$ cat src/rtl/cmult_sched_pkg.sv
// cmult_sched_pkg: shared widths and FSM encoding for the complex-multiplier scheduler.
package cmult_sched_pkg;
  localparam int A_W = 25;
  localparam int B_W = 18;
  localparam int P_W = 48;
  localparam int STAT_W = 16;
  typedef enum logic [1:0] {RUN = 2'd0, DRAIN = 2'd1, HALTED = 2'd2} state_e;
endpackage

$ cat src/rtl/cmult_sched_if.sv
// cmult_sched_if: requester, multiplier and result channels of the scheduler.
interface cmult_sched_if #(
  parameter int N_REQ = 4,
  parameter int ID_W = 2
);
  import cmult_sched_pkg::*;
  logic [N_REQ-1:0] req_valid_i;
  logic [N_REQ-1:0] req_ready_o;
  logic [N_REQ*A_W-1:0] req_a_real_i;
  logic [N_REQ*A_W-1:0] req_a_imag_i;
  logic [N_REQ*B_W-1:0] req_b_real_i;
  logic [N_REQ*B_W-1:0] req_b_imag_i;
  logic hold_i;
  logic [A_W-1:0] m_a_real_o;
  logic [A_W-1:0] m_a_imag_o;
  logic [B_W-1:0] m_b_real_o;
  logic [B_W-1:0] m_b_imag_o;
  logic [P_W-1:0] m_prod_real_i;
  logic [P_W-1:0] m_prod_imag_i;
  logic res_valid_o;
  logic [ID_W-1:0] res_id_o;
  logic [P_W-1:0] res_real_o;
  logic [P_W-1:0] res_imag_o;
  logic busy_o;
  logic halted_o;
  modport master (
    input  req_valid_i, req_a_real_i, req_a_imag_i, req_b_real_i, req_b_imag_i,
           hold_i, m_prod_real_i, m_prod_imag_i,
    output req_ready_o, m_a_real_o, m_a_imag_o, m_b_real_o, m_b_imag_o,
           res_valid_o, res_id_o, res_real_o, res_imag_o, busy_o, halted_o
  );
  modport slave (
    output req_valid_i, req_a_real_i, req_a_imag_i, req_b_real_i, req_b_imag_i,
           hold_i, m_prod_real_i, m_prod_imag_i,
    input  req_ready_o, m_a_real_o, m_a_imag_o, m_b_real_o, m_b_imag_o,
           res_valid_o, res_id_o, res_real_o, res_imag_o, busy_o, halted_o
  );
endinterface

$ cat src/rtl/cmult_rr_arbiter.sv
// cmult_rr_arbiter: round-robin grant searching from pointer+1; pointer follows the winner.
module cmult_rr_arbiter #(
  parameter int N = 4,
  parameter int ID_W = $clog2(N)
) (
  input  logic            clk_i,
  input  logic            rst_ni,
  input  logic            en_i,
  input  logic [N-1:0]    req_i,
  output logic [N-1:0]    gnt_o,
  output logic [ID_W-1:0] id_o,
  output logic            vld_o
);
  logic [ID_W-1:0] ptr_q, ptr_d;
  function automatic int wrap(input int p);
    return p >= N ? p - N : p;
  endfunction
  always_comb begin
    int k;
    k = 0;
    gnt_o = '0;
    id_o = '0;
    vld_o = 1'b0;
    for (int i = 1; i <= N; i++) begin
      k = wrap(int'(ptr_q) + i);
      if (en_i && !vld_o && req_i[ID_W'(k)]) begin
        gnt_o[ID_W'(k)] = 1'b1;
        id_o = ID_W'(k);
        vld_o = 1'b1;
      end
    end
    ptr_d = vld_o ? id_o : ptr_q;
  end
  always_ff @(posedge clk_i or negedge rst_ni)
    if (!rst_ni) ptr_q <= ID_W'(N - 1);
    else ptr_q <= ptr_d;
endmodule

$ cat src/rtl/cmult_sched.sv
// cmult_sched: round-robin sharing of one pipelined complex multiplier with ID-tagged results.
// Optional per-requester grant counters when CMULT_SCHED_STATS_EN is defined.
module cmult_sched
  import cmult_sched_pkg::*;
#(
  parameter int N_REQ = 4,
  parameter int ID_W = $clog2(N_REQ),
  parameter int MULT_LATENCY = 4
) (
  input  logic clk_i,
  input  logic rst_ni,
`ifdef CMULT_SCHED_STATS_EN
  input  logic stats_clr_i,
  output logic [N_REQ*STAT_W-1:0] grant_cnt_o,
`endif
  cmult_sched_if.master bus
);
  localparam int L = MULT_LATENCY;
  localparam int CNT_W = $clog2(L + 3);
  state_e state_q, state_d;
  logic grant_en, fire;
  logic [ID_W-1:0] gid;
  logic [N_REQ-1:0] gnt;
  logic [A_W-1:0] m_ar_q, m_ai_q;
  logic [B_W-1:0] m_br_q, m_bi_q;
  logic [L:0] tv_q;
  logic [L:0][ID_W-1:0] tid_q;
  logic res_v_q;
  logic [ID_W-1:0] res_id_q;
  logic [P_W-1:0] res_re_q, res_im_q;
  logic [CNT_W-1:0] cnt_q, cnt_d;
  cmult_rr_arbiter #(.N(N_REQ), .ID_W(ID_W)) u_arb (
    .clk_i(clk_i),
    .rst_ni(rst_ni),
    .en_i(grant_en),
    .req_i(bus.req_valid_i),
    .gnt_o(gnt),
    .id_o(gid),
    .vld_o(fire)
  );
  always_ff @(posedge clk_i or negedge rst_ni)
    if (!rst_ni) state_q <= RUN;
    else state_q <= state_d;
  // next count is used so HALTED rises the cycle right after the final result
  always_comb
    state_d = state_q == RUN ? (bus.hold_i ? DRAIN : RUN) :
              !bus.hold_i ? RUN :
              cnt_d == '0 ? HALTED : state_q;
  always_comb begin
    grant_en = state_q == RUN && !bus.hold_i;
    bus.halted_o = state_q == HALTED;
  end
  assign cnt_d = cnt_q + CNT_W'(fire) - CNT_W'(res_v_q);
  always_ff @(posedge clk_i or negedge rst_ni)
    if (!rst_ni) begin
      m_ar_q <= '0;
      m_ai_q <= '0;
      m_br_q <= '0;
      m_bi_q <= '0;
      tv_q <= '0;
      tid_q <= '0;
      res_v_q <= 1'b0;
      res_id_q <= '0;
      res_re_q <= '0;
      res_im_q <= '0;
      cnt_q <= '0;
    end else begin
      if (fire) begin
        m_ar_q <= bus.req_a_real_i[gid*A_W +: A_W];
        m_ai_q <= bus.req_a_imag_i[gid*A_W +: A_W];
        m_br_q <= bus.req_b_real_i[gid*B_W +: B_W];
        m_bi_q <= bus.req_b_imag_i[gid*B_W +: B_W];
      end
      tv_q <= {tv_q[L-1:0], fire};
      tid_q <= {tid_q[L-1:0], gid};
      res_v_q <= tv_q[L];
      if (tv_q[L]) begin
        res_id_q <= tid_q[L];
        res_re_q <= bus.m_prod_real_i;
        res_im_q <= bus.m_prod_imag_i;
      end
      cnt_q <= cnt_d;
    end
  assign bus.req_ready_o = gnt;
  assign bus.m_a_real_o = m_ar_q;
  assign bus.m_a_imag_o = m_ai_q;
  assign bus.m_b_real_o = m_br_q;
  assign bus.m_b_imag_o = m_bi_q;
  assign bus.res_valid_o = res_v_q;
  assign bus.res_id_o = res_id_q;
  assign bus.res_real_o = res_re_q;
  assign bus.res_imag_o = res_im_q;
  assign bus.busy_o = cnt_q != '0;
`ifdef CMULT_SCHED_STATS_EN
  logic [N_REQ-1:0][STAT_W-1:0] gcnt_q;
  always_ff @(posedge clk_i or negedge rst_ni)
    if (!rst_ni) gcnt_q <= '0;
    else
      for (int k = 0; k < N_REQ; k++)
        gcnt_q[k] <= stats_clr_i ? '0 :
                     (gnt[k] && gcnt_q[k] != '1) ? gcnt_q[k] + 1'b1 : gcnt_q[k];
  assign grant_cnt_o = gcnt_q;
`endif
endmodule

$ cat src/flat_wrapper.sv
// flat-port wrapper written by rule: the top's interface ports become plain ports
module cmult_sched_flat import cmult_sched_pkg::*;
#(
  parameter int N_REQ = 4,
  parameter int ID_W = $clog2(N_REQ),
  parameter int MULT_LATENCY = 4
)
  (clk_i, rst_ni, bus_req_valid_i, bus_req_a_real_i, bus_req_a_imag_i, bus_req_b_real_i, bus_req_b_imag_i, bus_hold_i, bus_m_prod_real_i, bus_m_prod_imag_i, bus_req_ready_o, bus_m_a_real_o, bus_m_a_imag_o, bus_m_b_real_o, bus_m_b_imag_o, bus_res_valid_o, bus_res_id_o, bus_res_real_o, bus_res_imag_o, bus_busy_o, bus_halted_o);
  cmult_sched_if #(.N_REQ(N_REQ), .ID_W(ID_W)) bus_i ();
  input  logic clk_i;
  input  logic rst_ni;
  input wire logic [$bits(bus_i.req_valid_i)-1:0] bus_req_valid_i;
  input wire logic [$bits(bus_i.req_a_real_i)-1:0] bus_req_a_real_i;
  input wire logic [$bits(bus_i.req_a_imag_i)-1:0] bus_req_a_imag_i;
  input wire logic [$bits(bus_i.req_b_real_i)-1:0] bus_req_b_real_i;
  input wire logic [$bits(bus_i.req_b_imag_i)-1:0] bus_req_b_imag_i;
  input wire logic [$bits(bus_i.hold_i)-1:0] bus_hold_i;
  input wire logic [$bits(bus_i.m_prod_real_i)-1:0] bus_m_prod_real_i;
  input wire logic [$bits(bus_i.m_prod_imag_i)-1:0] bus_m_prod_imag_i;
  output wire logic [$bits(bus_i.req_ready_o)-1:0] bus_req_ready_o;
  output wire logic [$bits(bus_i.m_a_real_o)-1:0] bus_m_a_real_o;
  output wire logic [$bits(bus_i.m_a_imag_o)-1:0] bus_m_a_imag_o;
  output wire logic [$bits(bus_i.m_b_real_o)-1:0] bus_m_b_real_o;
  output wire logic [$bits(bus_i.m_b_imag_o)-1:0] bus_m_b_imag_o;
  output wire logic [$bits(bus_i.res_valid_o)-1:0] bus_res_valid_o;
  output wire logic [$bits(bus_i.res_id_o)-1:0] bus_res_id_o;
  output wire logic [$bits(bus_i.res_real_o)-1:0] bus_res_real_o;
  output wire logic [$bits(bus_i.res_imag_o)-1:0] bus_res_imag_o;
  output wire logic [$bits(bus_i.busy_o)-1:0] bus_busy_o;
  output wire logic [$bits(bus_i.halted_o)-1:0] bus_halted_o;
  assign bus_i.req_valid_i = bus_req_valid_i;
  assign bus_i.req_a_real_i = bus_req_a_real_i;
  assign bus_i.req_a_imag_i = bus_req_a_imag_i;
  assign bus_i.req_b_real_i = bus_req_b_real_i;
  assign bus_i.req_b_imag_i = bus_req_b_imag_i;
  assign bus_i.hold_i = bus_hold_i;
  assign bus_i.m_prod_real_i = bus_m_prod_real_i;
  assign bus_i.m_prod_imag_i = bus_m_prod_imag_i;
  assign bus_req_ready_o = bus_i.req_ready_o;
  assign bus_m_a_real_o = bus_i.m_a_real_o;
  assign bus_m_a_imag_o = bus_i.m_a_imag_o;
  assign bus_m_b_real_o = bus_i.m_b_real_o;
  assign bus_m_b_imag_o = bus_i.m_b_imag_o;
  assign bus_res_valid_o = bus_i.res_valid_o;
  assign bus_res_id_o = bus_i.res_id_o;
  assign bus_res_real_o = bus_i.res_real_o;
  assign bus_res_imag_o = bus_i.res_imag_o;
  assign bus_busy_o = bus_i.busy_o;
  assign bus_halted_o = bus_i.halted_o;
  cmult_sched #(.N_REQ(N_REQ), .ID_W(ID_W), .MULT_LATENCY(MULT_LATENCY)) u_core (.clk_i(clk_i), .rst_ni(rst_ni), .bus(bus_i));
endmodule
$ cat config.mk
export PLATFORM = sky130hd
export DESIGN_NAME = cmult_sched_flat
export DESIGN_NICKNAME = d
export VERILOG_FILES = /design/src/rtl/cmult_sched_pkg.sv /design/src/rtl/cmult_sched_if.sv /design/src/rtl/cmult_rr_arbiter.sv /design/src/rtl/cmult_sched.sv /design/src/flat_wrapper.sv
export SDC_FILE = /design/constraint.sdc
export NUM_CORES = 1
export LEC_CHECK = 0
export BUFFER_PORTS_ARGS = -buffer_cell sky130_fd_sc_hd__buf_2
export CAP_MARGIN = 20
export CORE_AREA = 2 2 249 251
export DETAILED_ROUTE_END_ITERATION = 10
export DIE_AREA = 0 0 251 253
export PLACE_DENSITY = 0.43
export SYNTH_ARGS = -nofsm -noshare
export SYNTH_HDL_FRONTEND = slang
export SYNTH_SLANG_ARGS = --single-unit
$ cat constraint.sdc
create_clock -name clk_i -period 4.24 [get_ports clk_i]
set_clock_uncertainty 0.05 [all_clocks]
set_input_delay 0.848 -clock clk_i [delete_from_list [all_inputs] [get_ports clk_i]]
set_output_delay 0.848 -clock clk_i [all_outputs]
set_load 0.1 [all_outputs]
==> out/results.env <==
FIN_UTIL_PCT=25.6
YOSYSTOPAREACELL='sky130_fd_sc_hd__dfrtp_1'
GRT_FIRST_PASS_WIRELENGTH_MM=62.6
FIN_SETUP_TNS_NS=0
VIA_COUNT=9751
PLACEMENT.SETUP.WORST_SLACK_NS=0.359
YOSYS_REGISTER_BITS=207
PLACEABLECOREAREA_SQ_UM=61000
MAXCLOCKFREQUENCY_GHz=0.252
FIRST_GLOBAL_VIAS=10325
SYNTHFLOPTYPE='sky130_fd_sc_hd__dfrtp_1'
TRITONCTS='yes'
FINAL_HOLD_VIOL_COUNT=0
CLOCK_TREE.BUFFER_DEPTH=3
CTS_MAX_LEVEL=1
R2R_CELLS=16
CLOCK_SINKS=207
POSTSYNTHNETCOUNT=1280
SYN-MEAN-INSTANCE-AREA_SQ_UM=12.9
CORE.ROWCOUNT=91
ANTENNA_VIOLATING_NETS_POST_ROUTE=0
SLOWEST_DELAY_NS=0.53
CRIT-REG2REG-CAPTURE='u_core.state_q[0]'
DRC=0
TIMING.CRITICAL_PATH.REQUIRED_NS=3.34
FINALWEIGHTEDCONGESTION=0.838
REGTOREGSETUPSLACK_NS=0.45
SYNTH_EDF_COUNT=0
CLK-INSERTION-DELAY-LATE_NS=0.54
TIMING.HOLD.WORST.CLASS='primary input to async pin'
PERIOD_NEEDED_NS=3.97
FIRSTDRTPASSITERS=4
OUTCOME='complete, no violations'
PORTION_OF_THE_CLOCK_CYCLE_CONSUMED_BY_THE_WORST_PATH_IN_THE_FINAL_LAYOUT_PCT=93.6
CTS_MADE_BUFFERS=25
DIE-AREA_SQ_UM=63500
WORST_SETUP_PATH_END_KIND='output pin'
NUM_IO_PINS=638
FINAL_WORST_SETUP_SLACK_NS=0.273
PATH_CLASS='flop to output pin'
BUFFER_PORTS.INSERTED=637
WORST_PATH_MAX_DELAY_CELL='sky130_fd_sc_hd__dfstp_2'
FINAL_CELL_AREA_SQ_UM=15600
CLOCK_ROOT_BUFFER='sky130_fd_sc_hd__clkbuf_16'
DRT_ITER0_MARKERS=510
HPWL_MM=32.5
VIAS_PER_CELL=4.32
SYNTH.CELLS.MOST_FREQUENT='sky130_fd_sc_hd__dfrtp_1, sky130_fd_sc_hd__mux2_2, sky130_fd_sc_hd__nor3_1'
SLEW_VIOLATIONS=0
DIE-HEIGHT_UM=253
ANTENNA_FOUND_INITIAL=7
FINAL_NET_COUNT=1907
WL_PER_CELL_UM=18.9
TIMING.MAX_SLEW.REL_SLACK_PCT=41.8
SYNTH_TOP_CELL_AREA_SHARE_PCT=48.6
CP.ARRIVAL_NS=3.07
CRITICAL_PATH.STARTPOINT_TYPE='flop'
OVERFLOW=0
CTS.REPORTEDPATHS.CLKPINSLEW_NS=0.06
TIMING.FINAL.SETUP_VIOLATIONS=0
MAX-CAP-VIOLATIONS=0
PLACEMENT.CELL_AREA_SQ_UM=14800
CRITICAL_PATH.TOP_DELAY_FAMILY='simple AND/OR/NAND/NOR gates'
START_UTIL_PCT=17.3
POST_SYNTH_INSTANCE_AREA_SQ_UM=10600
YS_SEQ_AREA_SHARE_PCT=49.1
REGTOREGSTARTPOINT='u_core.u_arb.ptr_q[1]'
FINAL_LAYOUT_SIZE_SUFFIX_GT1_SHARE_PCT=62.6
SYN_INST=822
WORSTPATHCELLLIST='inv_1 -> ha_1 -> mux4_2 -> or3_4 -> nor2_1 -> nand3_1 -> nand4_1 -> buf_12'
POST_SYNTH_MAIN_AREA_CONTRIBUTORS='sky130_fd_sc_hd__dfrtp_1, sky130_fd_sc_hd__mux2_2, sky130_fd_sc_hd__a211oi_2'
GLOBALROUTETOTALUTIL_PCT=12.8
PIN_COUNT_OF_THE_BIGGEST_NET_ENTERING_GLOBAL_ROUTING=132
CRITICAL_PATH.N_BUFFERS_INVERTERS=2
ASYNC_RESET_FF_SHARE_PCT=100
WORSTPATHMAXFANOUT=10
SYNTH_MOST_COMMON_CELL='sky130_fd_sc_hd__dfrtp_1'
AREA_DELTA_SYNTH_FINAL_PCT=47.6
YS.WARNINGS.COUNT=0
RSZ_0062_RAISED_AFTER_GLOBAL_ROUTING='false'
DIE_W_UM=251
POST_SYNTH_NUM_CELL_TYPES=49
WORSTMARGINPINSLEW_NS=0.872
TOTALWIRELENGTH_MM=42.5
-- worst max-delay path by stage --
stage | from | endpoint | slack, ns | depth (start not counted)
floorplan | u_core.u_arb.ptr_q[1] | bus_req_ready_o[2] | 0.04 | 10
global placement | bus_req_valid_i[2] | u_core.state_q[0] | 0.40 | 15
finish | u_core.u_arb.ptr_q[1] | bus_req_ready_o[2] | 0.27 | 8
CTS | u_core.u_arb.ptr_q[1] | bus_req_ready_o[1] | 0.15 | 8
global route | u_core.u_arb.ptr_q[1] | bus_req_ready_o[2] | 0.07 | 8
detailed placement | bus_req_valid_i[2] | u_core.state_q[0] | 0.36 | 15
-- cells by family (layout without fill, tap and decap cells) --
group | Yosys count | after routing | synth area share, %
AND/OR/NAND/NOR | 124 | 124 | 6.18
flip-flops | 207 | 207 | 49.1
multiplexers | 189 | 189 | 19.5
XOR/XNOR | 2 | 2 | 0.166
AO/OA/AOI/OAI | 197 | 197 | 18.6
adder cells (fa/ha/maj) | 11 | 11 | 1.37
buffers and inverters | 92 | 735 | 5.06
other | 0 | 1 | 0
-- cell type report --
type / count / area [sq um]
antenna: 1 / 2.50
clock buffer: 39 / 768
clock inverter: 4 / 20.0
fill: 6549 / 45400
inverter: 10 / 45.0
multi-input combinational: 523 / 4890
sequential: 207 / 5190
tap: 790 / 988
timing repair buffer: 682 / 3700
-- worst register-to-register path, cell delays in order, from the launching register on --
cell                      delay, ns
sky130_fd_sc_hd__dfstp_2       0.53
sky130_fd_sc_hd__inv_1         0.10
sky130_fd_sc_hd__ha_1          0.39
sky130_fd_sc_hd__mux4_2        0.56
sky130_fd_sc_hd__nor4_1        0.30
sky130_fd_sc_hd__buf_4         0.18
sky130_fd_sc_hd__nor2_4        0.04
sky130_fd_sc_hd__inv_1         0.08
sky130_fd_sc_hd__ha_1          0.22
sky130_fd_sc_hd__inv_1         0.05
sky130_fd_sc_hd__ha_1          0.13
sky130_fd_sc_hd__inv_1         0.05
sky130_fd_sc_hd__fa_1          0.37
sky130_fd_sc_hd__xnor2_1       0.19
sky130_fd_sc_hd__xnor2_1       0.10
sky130_fd_sc_hd__nor3_1        0.25
sky130_fd_sc_hd__nor3b_1       0.08
-- layer usage --
metal  share of wire [%]  global-route usage, %
met1                  38                   14.4
met2                  50                   22.8
met3                 9.7                   3.85
met4                 2.8                   4.20
met5                0.11                      0
-- sequential cells by signal, summed over array words and instances (netlist names) --
signal and flops:
u_core.bus.res_imag_o 48, u_core.bus.res_real_o 48, u_core.bus.m_a_imag_o 25, u_core.bus.m_a_real_o 25, u_core.bus.m_b_imag_o 18, u_core.bus.m_b_real_o 18
u_core.tid_q 10, u_core.tv_q 5, u_core.cnt_q 3, u_core.bus.res_id_o 2, u_core.state_q 2, u_core.u_arb.ptr_q 2
u_core.bus.res_valid_o 1
-- through the flow --
step	hold WS (ns)	instances
global placement	0.283	2212
floorplan	0.281	822
CTS	0.00238	2255
finish	0.0434	2256
detailed placement	0.285	2212
global route	0.00884	2256
-- cell usage in the layout (no fill, tap or decap), types with 3 or more instances in the layout --
master                      count
sky130_fd_sc_hd__mux2_2        98
sky130_fd_sc_hd__buf_4         37
sky130_fd_sc_hd__clkbuf_16     25
sky130_fd_sc_hd__inv_1          9
sky130_fd_sc_hd__dfrtp_1      204
sky130_fd_sc_hd__nor3_1        90
sky130_fd_sc_hd__ha_1          10
sky130_fd_sc_hd__buf_12        12
sky130_fd_sc_hd__clkbuf_8       9
sky130_fd_sc_hd__mux2i_1       87
sky130_fd_sc_hd__clkinv_2       4
sky130_fd_sc_hd__a22oi_1        4
sky130_fd_sc_hd__mux4_2         4
sky130_fd_sc_hd__nor2_1         5
sky130_fd_sc_hd__a211oi_2      79
sky130_fd_sc_hd__nand3_1        4
sky130_fd_sc_hd__o32ai_1       86
sky130_fd_sc_hd__clkbuf_1       5
sky130_fd_sc_hd__nand2_1        3
sky130_fd_sc_hd__o21ai_0        5
sky130_fd_sc_hd__a21oi_1        5
sky130_fd_sc_hd__a211oi_1       6
sky130_fd_sc_hd__buf_2        632
-- timing repair --
action,in CTS,in global routing
setup endpoints to repair,0,3
endpoints found under the hold margin,0,0
buffers inserted,0,0
gates resized for setup,0,1
hold buffers,0,0
Power is left out: the tool's default activity adds up to more than one toggle a clock period on the data nets, which glitch-free logic cannot reach.
